**src/rtl/moore_counter_pkg.sv**
```systemverilog
// Shared definitions for the Moore counter family: the 2-bit state encoding
// and Moore output decodes used by moore_counter_gen.
package moore_counter_pkg;

  localparam int STATE_W = 2;

  typedef enum logic [STATE_W-1:0] {
    IDLE     = 2'd0,
    COUNTING = 2'd1,
    PAUSED   = 2'd2,
    DONE     = 2'd3
  } state_t;

  function automatic logic is_busy(input state_t s);
    return (s == COUNTING) || (s == PAUSED);
  endfunction

  function automatic logic is_done(input state_t s);
    return (s == DONE);
  endfunction

endpackage

```
**src/rtl/tick_gen.sv**
```systemverilog
// Free-running clock-enable divider: one-cycle o_tick every DIV_COUNT clocks,
// first tick DIV_COUNT cycles after synchronous reset release.
module tick_gen #(
  parameter int DIV_COUNT = 3000000
) (
  input  logic i_clk,
  input  logic i_rst,
  output logic o_tick
);

  localparam int CNT_W = (DIV_COUNT > 1) ? $clog2(DIV_COUNT) : 1;
  localparam logic [CNT_W-1:0] LAST = CNT_W'(DIV_COUNT - 1);

  logic [CNT_W-1:0] r_div_cnt;

  always_ff @(posedge i_clk) begin
    if (i_rst) begin
      r_div_cnt <= '0;
    end else if (r_div_cnt == LAST) begin
      r_div_cnt <= '0;
    end else begin
      r_div_cnt <= r_div_cnt + 1'b1;
    end
  end

  assign o_tick = (r_div_cnt == LAST);

endmodule

```
**src/rtl/moore_counter_gen.sv**
```systemverilog
// Tick-paced up/down Moore counter with pause, abort and a timed DONE phase.
// Optional macro MOORE_COUNTER_AUTO_RESTART_EN: DONE restarts counting instead of idling.
module moore_counter_gen
  import moore_counter_pkg::*;
#(
  parameter int WIDTH      = 4,
  parameter int MAX_COUNT  = 15,
  parameter int DIV_COUNT  = 3000000,
  parameter int DONE_TICKS = 1
) (
  input  logic             i_clk,
  input  logic             i_rst,
  input  logic             i_go,
  input  logic             i_dir,
  input  logic             i_pause,
  input  logic             i_abort,
  output logic [WIDTH-1:0] o_count,
  output logic             o_busy,
  output logic             o_done,
  output logic             o_tick
);

  localparam int DONE_W = (DONE_TICKS > 1) ? $clog2(DONE_TICKS) : 1;
  localparam logic [WIDTH-1:0]  MAX_VAL   = WIDTH'(MAX_COUNT);
  localparam logic [DONE_W-1:0] LAST_DONE = DONE_W'(DONE_TICKS - 1);

  logic              w_tick;
  logic              w_start;
  logic [WIDTH-1:0]  w_target;

  state_t            r_state;
  logic [WIDTH-1:0]  r_count;
  logic              r_dir_q;
  logic              r_go_pend;
  logic [DONE_W-1:0] r_done_cnt;
  logic              r_busy;
  logic              r_done;

  state_t            w_state_nxt;
  logic [WIDTH-1:0]  w_count_nxt;
  logic              w_dir_nxt;
  logic              w_go_pend_nxt;
  logic [DONE_W-1:0] w_done_cnt_nxt;

  tick_gen #(
    .DIV_COUNT(DIV_COUNT)
  ) u_tick_gen (
    .i_clk (i_clk),
    .i_rst (i_rst),
    .o_tick(w_tick)
  );

  // A go seen between ticks is remembered so short pulses are never lost.
  assign w_start  = i_go | r_go_pend;
  assign w_target = r_dir_q ? '0 : MAX_VAL;

  always_comb begin
    w_state_nxt    = r_state;
    w_count_nxt    = r_count;
    w_dir_nxt      = r_dir_q;
    w_go_pend_nxt  = r_go_pend;
    w_done_cnt_nxt = r_done_cnt;

    if (i_abort) begin
      w_state_nxt   = IDLE;
      w_count_nxt   = '0;
      w_go_pend_nxt = 1'b0;
    end else begin
      case (r_state)
        IDLE: begin
          w_count_nxt = '0;
          if (w_tick && w_start) begin
            w_state_nxt   = COUNTING;
            w_dir_nxt     = i_dir;
            w_count_nxt   = i_dir ? MAX_VAL : '0;
            w_go_pend_nxt = 1'b0;
          end else if (i_go) begin
            w_go_pend_nxt = 1'b1;
          end
        end

        // Pause outranks reaching the target, which outranks stepping.
        COUNTING: begin
          if (w_tick) begin
            if (i_pause) begin
              w_state_nxt = PAUSED;
            end else if (r_count == w_target) begin
              w_state_nxt    = DONE;
              w_done_cnt_nxt = '0;
            end else if (r_dir_q) begin
              w_count_nxt = r_count - 1'b1;
            end else begin
              w_count_nxt = r_count + 1'b1;
            end
          end
        end

        PAUSED: begin
          if (w_tick && !i_pause) begin
            w_state_nxt = COUNTING;
          end
        end

        DONE: begin
          if (w_tick) begin
            if (r_done_cnt == LAST_DONE) begin
`ifdef MOORE_COUNTER_AUTO_RESTART_EN
              w_state_nxt = COUNTING;
              w_dir_nxt   = i_dir;
              w_count_nxt = i_dir ? MAX_VAL : '0;
`else
              w_state_nxt = IDLE;
              w_count_nxt = '0;
`endif
            end else begin
              w_done_cnt_nxt = r_done_cnt + 1'b1;
            end
          end
        end

        default: begin
          w_state_nxt = IDLE;
          w_count_nxt = '0;
        end
      endcase
    end
  end

  // busy/done are registered from the next state so they track r_state exactly.
  always_ff @(posedge i_clk) begin
    if (i_rst) begin
      r_state    <= IDLE;
      r_count    <= '0;
      r_dir_q    <= 1'b0;
      r_go_pend  <= 1'b0;
      r_done_cnt <= '0;
      r_busy     <= 1'b0;
      r_done     <= 1'b0;
    end else begin
      r_state    <= w_state_nxt;
      r_count    <= w_count_nxt;
      r_dir_q    <= w_dir_nxt;
      r_go_pend  <= w_go_pend_nxt;
      r_done_cnt <= w_done_cnt_nxt;
      r_busy     <= is_busy(w_state_nxt);
      r_done     <= is_done(w_state_nxt);
    end
  end

  assign o_count = r_count;
  assign o_busy  = r_busy;
  assign o_done  = r_done;
  assign o_tick  = w_tick;

endmodule

```
**config.mk**
```make
export PLATFORM = sky130hd
export DESIGN_NAME = moore_counter_gen
export DESIGN_NICKNAME = d
export VERILOG_FILES = /design/src/rtl/moore_counter_pkg.sv /design/src/rtl/tick_gen.sv /design/src/rtl/moore_counter_gen.sv
export SDC_FILE = /design/constraint.sdc
export NUM_CORES = 1
export LEC_CHECK = 0
export BUFFER_PORTS_ARGS = -buffer_cell sky130_fd_sc_hd__buf_2
export CORE_AREA = 2 2 62 64
export CTS_CLUSTER_SIZE = 30
export DETAILED_ROUTE_END_ITERATION = 8
export DIE_AREA = 0 0 64 66
export GPL_TIMING_DRIVEN = 0
export PLACE_DENSITY = 0.73
export SYNTH_ARGS = -nofsm -noshare
export SYNTH_HDL_FRONTEND = slang
export SYNTH_SLANG_ARGS = --single-unit
```
**constraint.sdc**
```tcl
create_clock -name i_clk -period 2.1 [get_ports i_clk]
set_clock_uncertainty 0.05 [all_clocks]
set_input_delay 0.42 -clock i_clk [delete_from_list [all_inputs] [get_ports i_clk]]
set_output_delay 0.42 -clock i_clk [all_outputs]
set_load 0.005 [all_outputs]
```
# ---- Word-level counts from Yosys, hierarchy flattened
# Index checks and enable logic that the tools add are counted.
dict set report word_totals {
  out_inout_bits 7
  regBits 33
  wordCells 69
  in_bits 6
}
dict set report classes {
  bitwise 2
  addsub 4
  reduce_logical 14
  n_eq_ne 14
  n_mux 27
}
# op count
set op_table {}
lappend op_table {{2-to-1 mux 4 bit} 9}
lappend op_table {{adder 22 x 1 -> 22 bit (second input constant)} 1}
lappend op_table {{equality test 22 bit (second input constant)} 1}
lappend op_table {{2-to-1 mux 2 bit} 8}
lappend op_table {{inequality test 2 bit (second input constant)} 6}
lappend op_table {{one-hot mux 4 bit (3 select lines)} 1}
lappend op_table {{AND reduction 6 bit} 2}
lappend op_table {{equality test 2 bit (second input constant)} 4}
lappend op_table {{one-hot mux 2 bit (4 select lines)} 1}
lappend op_table {{2-to-1 mux 1 bit} 7}
lappend op_table {{adder 4 x 1 -> 4 bit (second input constant)} 1}
lappend op_table {{equality test 2 x 1 -> 1 bit (second input constant)} 2}
lappend op_table {{equality test 4 bit} 1}
lappend op_table {{nonzero test 2 bit} 2}
lappend op_table {{OR reduction 2 bit} 2}
lappend op_table {{subtractor 4 x 1 -> 4 bit (second input constant)} 1}
lappend op_table {{AND reduction 3 bit} 1}
lappend op_table {{nonzero test 3 bit} 1}
lappend op_table {{logical AND 1 bit} 2}
lappend op_table {{zero test 2 bit} 1}
lappend op_table {{one-hot mux 1 bit (2 select lines)} 1}
lappend op_table {{AND reduction 2 bit} 1}
lappend op_table {{adder 1 bit (second input constant)} 1}
lappend op_table {{zero test 1 bit} 1}
lappend op_table {{3 further kinds} 3}

# ---- Depth between registers and ports, before layout
dict set report depth {
  word_depth 9
  mapped_depth 9
  ltp_nobuf 9
}

# ---- Cells and area by module
# Synthesis repeated with hierarchy kept, for this count alone.
dict set report hier_totals {
  cells_unflattened 198
  area_unflattened_um2 1810.5
}
# mod seq_area_each_um2 cells_per_inst area_per_inst_um2 n_inst
set modules_own_cells {}
lappend modules_own_cells {tick_gen 440.4 119 1088.5 1}
lappend modules_own_cells {moore_counter_gen 200.2 79 721.9 1}

# ---- Least setup slack after synthesis
# OpenSTA, ideal clock, no wires.
dict set report synth_timing {
  path_kind {register -> register}
  start {register u_tick_gen.r_div_cnt[0]}
  end {register r_busy, in the netlist o_busy}
  t_required_ps 1936
  setup_time_ps 114
  path_stages_with_launch 9
  synth_period_minus_slack_ps 2282
  t_arrival_ps 2118
  slack_ps -182
  path_buffers 0
  cell_sequence {dfxtp_1 -> ha_1 -> nand4_2 -> or3_4 -> o41ai_2 -> a211oi_1 -> nor3_1 -> ha_1 -> nor2b_1}
}
dict set report synth_between {
  elab_chain_len 7
  elab_cells_between_ends 12
  classes_between {3 x eq/ne; 6 x mux; 3 x reduce/logical}
}
# element line_no
set synth_lines {}
lappend synth_lines {{start: declaration} tick_gen.sv:14} ;# logic [CNT_W-1:0] r_div_cnt;
lappend synth_lines {{start signal: assignment} tick_gen.sv:22} ;# r_div_cnt <= r_div_cnt + 1'b1;
lappend synth_lines {{equality test 22 bit *} tick_gen.sv:26} ;# assign o_tick = (r_div_cnt == LAST);
lappend synth_lines {{logical AND 1 bit (on tied branches)} {moore_counter_gen.sv:99, moore_counter_gen.sv:72}}
lappend synth_lines {{2-to-1 mux 2 bit (on tied branches)} {moore_counter_gen.sv:99, moore_counter_gen.sv:72}}
lappend synth_lines {{one-hot mux 2 bit (4 select lines) *} moore_counter_gen.sv:69} ;# case (r_state)
lappend synth_lines {{2-to-1 mux 2 bit *} moore_counter_gen.sv:64} ;# if (i_abort) begin
lappend synth_lines {{net w_state_nxt[0]} moore_counter_gen.sv:39} ;# state_t w_state_nxt;
lappend synth_lines {{equality test 2 x 1 -> 1 bit or equality test 2 bit (tied branches)} moore_counter_pkg.sv:15} ;# return (s == COUNTING) || (s == PAUSED);
lappend synth_lines {{logical OR 1 bit *} moore_counter_pkg.sv:15}
lappend synth_lines {{end signal: assignment} moore_counter_gen.sv:145} ;# r_busy <= is_busy(w_state_nxt);
lappend synth_lines {{end: declaration} moore_counter_gen.sv:36} ;# logic r_busy;
# Mark *: on every way through the listed nets, which the timed path passes. The rest lies on a longest branch.
# A chain may end at the register's enable or synchronous reset.

# ---- Worst setup path in the final report
dict set report layout_timing {
  start {register u_tick_gen.r_div_cnt[0]}
  end {output port o_tick}
}
dict set report layout_between {
  elab_chain_len 1
}
# element line_no
set layout_lines {}
lappend layout_lines {{equality test 22 bit} tick_gen.sv:26}
lappend layout_lines {{end: declaration} moore_counter_gen.sv:20} ;# output logic o_tick
# Every way passes these cells.

==> results.txt <==
----------------------------------------------------
[Global routing]
  Most congested layer reported by global routing ... met2
  Met3 layer usage reported by global route ... 4.94%
  Largest net degree at the start of global routing ... 11
  Global-route met1 utilization ... 26.1%
  First-pass GRT wire length ... 6820 um
  Overall Global Routing Usage ... 20.9%
  Number of antenna violations at the first check in global routing ... 0
  Total grt overflow ... 0
  Met2 Resource Use GR ... 33.3%
  Via count of the first global-routing pass ... 1517

[STA]
  Worst Tran Pin Value ... 0.565 ns
  Number of endpoints with negative hold slack in the final report ... 0
  Share of the cycle needed by the critical path after routing ... 105%
  Total Neg Setup Slack ... -0.221 ns
  Slew HR ... 62.0%
  Final setup slack of the worst path ... -0.105 ns
  Final setup violation count ... 4
  Max Clock Freq ... 0.453 GHz
  Unrepaired setup endpoints after global routing ... yes
  Final min period ... 2.21 ns
  Final slew viol count ... 0

[CTS]
  Clock tree from TritonCTS ... yes
  Worst skew pair latency ... 0.34 ns
  Clock Sinks ... 32
  Clock edge transition at the registers on the reported setup and hold paths ... 0.10 ns
  Cell chosen for the clock root ... sky130_fd_sc_hd__clkbuf_4
  Largest buffer count on any clock path ... 2
  Number of H-tree branching levels ... 2
  Cts bufs inserted ... 5
  Hold buffers post-CTS ... 0

[Cells and area]
  Most frequent cells in the layout ... sky130_fd_sc_hd__nor2_1, sky130_fd_sc_hd__buf_4, sky130_fd_sc_hd__dfxtp_1
  Leading cell type in the layout, fill and taps excluded ... sky130_fd_sc_hd__nor2_1
  Fillcell total ... 278
  Share of layout cells above drive strength 1 ... 32.8%
  Final nets ... 262
  Signed area change from the synthesized netlist to the final layout ... 26.4%
  Number of antenna cells inserted ... 0

[Status]
  Status ... finished, violations left
  Failing checks ... negative setup slack

[Setup path]
  Data required time of the critical path ... 1.63 ns
  Critical Path Sink Type ... output pin
  Category of the most critical setup path ... reg -> out
  Crit path arrival time ... 1.74 ns
  Depth of the worst register-to-register path ... 9
  Crit-path max FO ... 5
  Critical path launch point type ... flip-flop
  Setup slack of the most critical reg-to-reg path ... -0.09 ns

[Die]
  Starting density of the core ... 51.9%
  Num ports ... 13
  Die area ... 4220 um^2
  Vertical die dimension ... 66 um
  Area of the placeable core ... 3550 um^2
  Overall die width ... 64 um
  # rows ... 22

[Synthesis]
  Post-Syn Instances ... 210
  Flip-flop and latch count after synthesis ... 32
  Ys flop type ... sky130_fd_sc_hd__dfxtp_1
  Main area contributors after synthesis ... sky130_fd_sc_hd__dfxtp_1, sky130_fd_sc_hd__nor2_1, sky130_fd_sc_hd__xnor2_1
  Synth Warn # ... 0
  Synth top area share ... 34.8%
  Post-Synthesis Net Count ... 225
  Cell area after synthesis ... 1840 um^2
  EDFF count, synth ... 0
  Fraction of registers with async set or reset after synthesis ... 0%
  Portion of the post-synthesis area used by sequential elements ... 34.8%
  Syn Area/Cell ... 8.78 um^2
  Count of unique library cells instantiated by Yosys ... 47
  Most area-hungry cell type in the Yosys netlist ... sky130_fd_sc_hd__dfxtp_1

[Drt]
  DRC errors left ... 0
  Number of DRC markers after the initial detailed-route iteration ... 179
  Number of iterations in the first detailed-routing pass ... 4
  Total number of vias ... 1637
  Final Routed Wirelength ... 4190 um
  Wirelength per Cell ... 14.2 um
  Vias per std cell ... 5.55
  Number of nets still failing antenna checks after routing ... 0

[Flow run]
  Maxcap violations ... 0

[Power]
  Leak pwr ... 0.000889 uW
  Power density over cell area ... 458 nW/um^2
  Peak supply drop ... 0.000419 V

[Placement]
  Final GP Congestion ... 0.835
  Dpl ws ... -0.232 ns
  DPL Wire Length ... 2730 um
  Number of buffers inserted by port buffering ... 12

[Worst hold path]
  Type of the tightest min-delay check ... in -> reg
  Hold Path Depth ... 2

----------------------------------------------------
sequential cells by signal (all words and copies together) (netlist names):
register	flops
r_go_pend	1
r_state	2
u_tick_gen.r_div_cnt	22
o_done	1
o_count	4
o_busy	1
r_dir_q	1
power breakdown:
part,internal [uW],switching (uW),leakage (uW)
clock network,190,214,0.0000374
registers,609,7.17,0.000265
logic,22.3,25.5,0.000586
metrics by stage:
| step | hold slack [ns] | utilization, % | total power, uW | area, um^2 | cells |
|---|---|---|---|---|---|
| after floorplan | 0.381 | - | 659 | 1890 | 210 |
| after global placement | 0.398 | 56.5 | 674 | 2010 | 270 |
| after detailed placement | 0.403 | 56.5 | 675 | 2010 | 270 |
| after CTS | 0.262 | 63.0 | 1060 | 2240 | 290 |
| after global routing | 0.290 | 65.6 | 1100 | 2330 | 295 |
| final | 0.297 | 65.6 | 1070 | 2330 | 295 |
cell usage after synthesis, types with 4 or more instances:
master and number:
sky130_fd_sc_hd__nor2_1 37, sky130_fd_sc_hd__dfxtp_1 32, sky130_fd_sc_hd__inv_1 14, sky130_fd_sc_hd__xnor2_1 14, sky130_fd_sc_hd__nand2_1 11, sky130_fd_sc_hd__nand4_1 9, sky130_fd_sc_hd__xor2_1 9, sky130_fd_sc_hd__ha_1 8
sky130_fd_sc_hd__nand3_1 7, sky130_fd_sc_hd__a21oi_1 4, sky130_fd_sc_hd__a31oi_1 4, sky130_fd_sc_hd__nor3_1 4, sky130_fd_sc_hd__or2_2 4
critical path, cell delays in order (launching register included):
cell,delay (ns)
sky130_fd_sc_hd__dfxtp_4,0.38
sky130_fd_sc_hd__ha_4,0.16
sky130_fd_sc_hd__nand4_4,0.13
sky130_fd_sc_hd__or3_4,0.47
sky130_fd_sc_hd__nor2_4,0.14
sky130_fd_sc_hd__buf_2,0.12
metal layers:
metal | wire, um | vias to the layer above | part of all wire [%]
met5 | 0 | - | 0
met4 | 70 | 0 | 1.7
met3 | 190 | 10 | 4.5
met2 | 1970 | 46 | 47
met1 | 1970 | 764 | 47
li1 | - | 817 | -
what timing repair did:
action	4_1_cts	5_1_grt
buffers inserted	13	6
pin swaps	9	8
gates resized for setup	14	17
endpoints found under the setup margin	3	8
final cells by class:
class / instances / area, um^2 / area share [%]
buffer: 3 / 22.5 / 0.967
clock buffer: 7 / 65.1 / 2.79
inverter: 14 / 52.6 / 2.26
multi-input combinational: 160 / 1260 / 54.0
sequential: 32 / 666 / 28.6
tap: 48 / 60.1 / 2.58
timing repair buffer: 31 / 206 / 8.86
final timing paths:
kind / start / endpoint
worst max-delay path: u_tick_gen.r_div_cnt[0]$_SDFF_PP0_ / o_tick
worst min-delay path: i_abort / r_state[0]$_SDFF_PP0_
worst max register to register: u_tick_gen.r_div_cnt[0]$_SDFF_PP0_ / o_busy$_SDFF_PP0_
worst min register to register: r_go_pend$_SDFFE_PP0P_ / r_go_pend$_SDFFE_PP0P_
logic make-up after synthesis:
group           synth area share (%)
mux                            0.543
xor+xnor                        10.9
buf+inv                         4.34
compound gates                  11.3
flops                           34.8
fa+ha+maj                       6.52
simple gates                    31.6
Note: power is estimated with default switching activity, not from simulation.
